[src/rtl/icu.sv]
// MC14500B-style single-bit industrial control unit: one 4-bit instruction per clock
// operating on a 1-bit result register, with input/output enable gating.

package instructions;
  typedef enum logic [3:0] {
    NOPO = 4'h0,
    LD   = 4'h1,
    LDC  = 4'h2,
    AND  = 4'h3,
    ANDC = 4'h4,
    OR   = 4'h5,
    ORC  = 4'h6,
    XNOR = 4'h7,
    STO  = 4'h8,
    STOC = 4'h9,
    IEN  = 4'hA,
    OEN  = 4'hB,
    JMP  = 4'hC,
    RTN  = 4'hD,
    SKZ  = 4'hE,
    NOPF = 4'hF
  } instruction_t;
endpackage

module icu (
  input  logic                      clk,
  input  logic                      rst,
  input  logic                      data_in,
  input  instructions::instruction_t i,
  output logic                      write,
  output logic                      data_out,
  output logic                      jmp,
  output logic                      rtn,
  output logic                      flag_o,
  output logic                      flag_f,
  output logic                      rr_out
);
  import instructions::*;

  logic r_rr;
  logic r_skip;
  logic r_write;
  logic r_data_out;
  logic r_jmp;
  logic r_rtn;
  logic r_flag_o;
  logic r_flag_f;
  logic ien_register;
  logic oen_register;
  logic w_data;

  assign w_data = data_in & ien_register;

  // Pulses default low every cycle; a pending skip swallows exactly one instruction.
  always_ff @(posedge clk) begin
    if (!rst) begin
      r_rr         <= 1'b0;
      r_skip       <= 1'b0;
      r_write      <= 1'b0;
      r_data_out   <= 1'b0;
      r_jmp        <= 1'b0;
      r_rtn        <= 1'b0;
      r_flag_o     <= 1'b0;
      r_flag_f     <= 1'b0;
      ien_register <= 1'b0;
      oen_register <= 1'b0;
    end else begin
      r_write  <= 1'b0;
      r_jmp    <= 1'b0;
      r_rtn    <= 1'b0;
      r_flag_o <= 1'b0;
      r_flag_f <= 1'b0;
      r_skip   <= 1'b0;
      if (!r_skip) begin
        case (i)
          NOPO: r_flag_o <= 1'b1;
          LD:   r_rr <= w_data;
          LDC:  r_rr <= ~w_data;
          AND:  r_rr <= r_rr & w_data;
          ANDC: r_rr <= r_rr & ~w_data;
          OR:   r_rr <= r_rr | w_data;
          ORC:  r_rr <= r_rr | ~w_data;
          XNOR: r_rr <= ~(r_rr ^ w_data);
          STO: begin
            if (oen_register) begin
              r_write    <= 1'b1;
              r_data_out <= r_rr;
            end
          end
          STOC: begin
            if (oen_register) begin
              r_write    <= 1'b1;
              r_data_out <= ~r_rr;
            end
          end
          IEN:  ien_register <= data_in;
          OEN:  oen_register <= data_in;
          JMP:  r_jmp <= 1'b1;
          RTN: begin
            r_rtn  <= 1'b1;
            r_skip <= 1'b1;
          end
          SKZ:  r_skip <= ~r_rr;
          NOPF: r_flag_f <= 1'b1;
          default: ;
        endcase
      end
    end
  end

  assign write    = r_write;
  assign data_out = r_data_out;
  assign jmp      = r_jmp;
  assign rtn      = r_rtn;
  assign flag_o   = r_flag_o;
  assign flag_f   = r_flag_f;
  assign rr_out   = r_rr;

endmodule

[config.mk]
export PLATFORM = sky130hd
export DESIGN_NAME = icu
export DESIGN_NICKNAME = d
export VERILOG_FILES = /design/src/rtl/icu.sv
export SDC_FILE = /design/constraint.sdc
export NUM_CORES = 1
export LEC_CHECK = 0
export CORE_AREA = 2 2 39 41
export DETAILED_ROUTE_END_ITERATION = 12
export DIE_AREA = 0 0 41 43
export GPL_ROUTABILITY_DRIVEN = 0
export HOLD_SLACK_MARGIN = 0.12
export PLACE_DENSITY = 0.62
export SETUP_SLACK_MARGIN = 0.2
export SLEW_MARGIN = 20
export SYNTH_ARGS = -nofsm -noshare
export SYNTH_HDL_FRONTEND = slang
export SYNTH_SLANG_ARGS = --single-unit
[constraint.sdc]
create_clock -name clk -period 1.25 [get_ports clk]
set_input_delay 0.375 -clock clk [delete_from_list [all_inputs] [get_ports clk]]
set_output_delay 0.375 -clock clk [all_outputs]
set_load 0.005 [all_outputs]
==> results.toml <==
[status]
status = "finished with violations"
violations = "setup timing"

[worst_hold_path]
holdPathStages = 3
min-delay-start = "i[1]"
min_to = "jmp$_SDFF_PP0_"
hp-class = "in2reg"

[pwr]
p_sw_mw = 0.1751
p_comb_share_pct = 16.3
power_density_mw_per_mm2 = 1001
peakVddDrop_uv = 456.3
power_leakage_nw = 0.3335
p_sw_share_pct = 23.55
power.share.sequential_pct = 44.2
total_power_mw = 0.7436
p_int_mw = 0.5685
pwr-share-clk_pct = 39.4

[clock_network]
clock_sinks = 10
cts_tree = "done"
htree_levels = 1
post-cts-setup-buffers = 0
numCtsBuffers = 3
cts.clk_slew.worst_paths_ns = 0.07
cts_buffer_depth = 2
hold_buffers = 0
cts_root_buf = "clkbuf_4"
clk_latency_ns = 0.27

[floorplan]
fp.dieH_um = 43
num_rows = 14
die-area_mm2 = 0.001763
initial_core_util_pct = 32.28
io_pins = 14
core_mm2 = 0.001384
die_x_um = 41

[sta]
max_clock_freq_ghz = 0.7986
period_share_pct = 100.2
timing.slew.headroom_pct = 83.77
rsz0062_at_grt = "yes"
setup_slack_ns = -0.002170
tightest_slew_ns = 0.2397
finalClockSkew_ns = 0.002414
period_minus_slack_ns = 1.252
setup_viol = 1
hold_viol = 0
final-max-slew-violation-count = 0

[worst_setup_path]
r2r-start = "r_skip$_SDFF_PP0_"
crit_buf_inv = 0
worstRegToRegCells = 4
cpMaxStageDelayCell = "or3b_4"
worstPathMaxFanout = 3
required_ns = 1.42
rr_endpoint = "ien_register$_SDFFE_PN0P_"
slowest_delay_ns = 0.40
crit_type = "reg2reg"
arrival_ns = 1.42
critPathCaptureType = "register"
path_cells = "or3b_4 -> nor3b_2 -> mux2i_1 -> nor2b_1"
critical-path-top-delay-family = "simple AND/OR/NAND/NOR gates"
rrSetupSlack_ns = -0.002
start_kind = "register"

[place]
dp_hpwl_um = 809.1
place_inst = 91
io_buffers = 13

[drt]
routed.top_layer = "met4"
wl_met1_um = 495
antenna_left = 0
via_per_inst = 4.811
drtIter0Drc = 13
wl_met3_um = 57
drc = 0
met2_length_um = 510
vias = 457
wl_per_cell_um = 11.64
wirelength_mm = 1.106
drtPass1Iterations = 4

[run]
drv_cap = 0

[grt]
grt_overflow_total = 0
grt_pass1_vias = 412
grt_max_degree = 7
antenna_found_initial = 0
globalRouteTotalUtil_pct = 15.06
grt_first_pass_wirelength_mm = 1.725

[synthesis]
netlist.area_leader.share_pct = 44.82
synth_cell_types = 23
yosys-top-cells-area = "dfxtp_1 (45%), nor3b_2 (5.6%), mux2i_1 (4.5%), nand2_1 (4.2%), nand4b_1 (3.9%)"
synth_area_um2 = 446.7
ys_ff_latch = 10
syn_inst = 49
seq_area_frac_synth_pct = 44.82
syn-num-nets = 56
syn_avg_cell_area_um2 = 9.116
synth_area_leader_cell = "dfxtp_1"
ys_warn_count = 0

[finish]
area_growth_pct = 66.39
final_cells = 95
n_antenna_cell = 0
fillers = 133
final_layout_size_suffix_gt1_share_pct = 55.70
final_nets = 87
-- how the worst max path moves through the flow --
| stage | endpoint | cells past startpoint | slack, ns | startpoint |
|---|---|---|---|---|
| after CTS | ien_register$_SDFFE_PN0P_ | 4 | -0.02 | r_skip$_SDFF_PP0_ |
| after detailed placement | ien_register$_SDFFE_PN0P_ | 5 | -0.58 | i[3] |
| after global routing | ien_register$_SDFFE_PN0P_ | 4 | -0.07 | r_skip$_SDFF_PP0_ |
| after floorplan | ien_register$_SDFFE_PN0P_ | 4 | -0.04 | i[2] |
| final | ien_register$_SDFFE_PN0P_ | 4 | -0.002 | r_skip$_SDFF_PP0_ |
| after global placement | ien_register$_SDFFE_PN0P_ | 5 | -0.56 | i[3] |
-- power by group through the flow --
stage	clock, mW	combinational, mW	sequential [mW]
2_1_floorplan	0	0.0397	0.338
3_3_place_gp	0	0.119	0.335
3_5_place_dp	0	0.120	0.335
4_1_cts	0.301	0.116	0.329
5_1_grt	0.313	0.132	0.330
6_report	0.293	0.121	0.329
-- cells in the mapped netlist --
cell	number
a31oi_1	1
or3b_4	1
nand2_1	5
o21ai_0	3
mux2i_1	2
buf_2	1
o211ai_1	1
a21boi_1	1
and3_1	1
inv_1	2
o311ai_0	1
nor3_1	2
nor2_1	4
dfxtp_1	10
nand3b_1	1
a21oi_1	3
and2_1	1
nor2b_1	1
nand2b_1	1
xnor2_1	1
nor3b_2	2
nand4b_1	2
nor3b_1	2
-- area by class of cell --
cell class                      instances  area, um2  share of cell area [%]
Multi-Input combinational cell         36      279.0                   37.54
Sequential cell                        10      205.2                   27.61
Timing Repair Buffer                   27      195.2                   26.26
Clock buffer                            4      36.28                   4.882
Tap cell                               16      20.02                   2.694
Inverter                                2      7.507                   1.010
-- placed cells by master, fill, tap and decap left out, types with 2 or more instances in the layout --
cell,netlist,layout
inv_1,2,2
a21oi_1,3,2
dfxtp_1,10,6
clkbuf_4,0,3
nor2_1,4,3
nand2_1,5,4
nor3b_2,2,3
buf_4,0,14
o21ai_2,0,2
nand4b_1,2,2
mux2i_1,2,2
dfxtp_2,0,4
buf_2,1,7
dlygate4sd2_1,0,2
-- layer usage --
layer	global-route usage [%]	up-vias
met1	19.94	206
met2	20.00	14
met5	0	-
met4	14.00	0
met3	1.571	4
li1	-	233
-- worst reg2reg max path: stages, from the launching register on --
cell     delay (ns)
dfxtp_1        0.31
or3b_4         0.40
nor3b_2        0.19
mux2i_1        0.20
nor2b_1        0.05
-- state kept, by name, summed over array words and instances, names as in the netlist --
register      count
data_out          1
ien_register      1
oen_register      1
r_skip            1
flag_o            1
rtn               1
write             1
flag_f            1
rr_out            1
jmp               1
-- kinds of logic (layout without fill, tap and decap cells) --
group	Yosys count	count (layout)	share of synthesized area, %
AOI/OAI and AO/OA	10	10	13.45
and+or+nand+nor	23	23	32.50
buffers and inverters	3	33	2.801
DFF	10	10	44.82
xor gates and xnor gates	1	1	1.961
muxes	2	2	4.482
-- through the flow --
step | area, um2 | TNS (ns) | utilization, % | worst slack, ns | hold slack (ns)
after global placement | 701.9 | -3.222 | 50.72 | -0.5566 | 0.4802
after floorplan | 454.2 | -0.03573 | - | -0.03573 | 0.4460
after global routing | 743.2 | -0.06601 | 53.71 | -0.06601 | 0.4892
final | 743.2 | -0.002170 | 53.71 | -0.002170 | 0.4697
after CTS | 719.4 | -0.02382 | 51.99 | -0.02382 | 0.4750
after detailed placement | 701.9 | -3.336 | 50.72 | -0.5792 | 0.4799
-- what timing repair did --
action                                  4_1_cts  5_1_grt
gates resized for setup                      48        9
pin swaps                                     4        5
endpoints found under the hold margin         0        0
endpoints found under the setup margin       17       13
(Power assumes the default switching activity.)
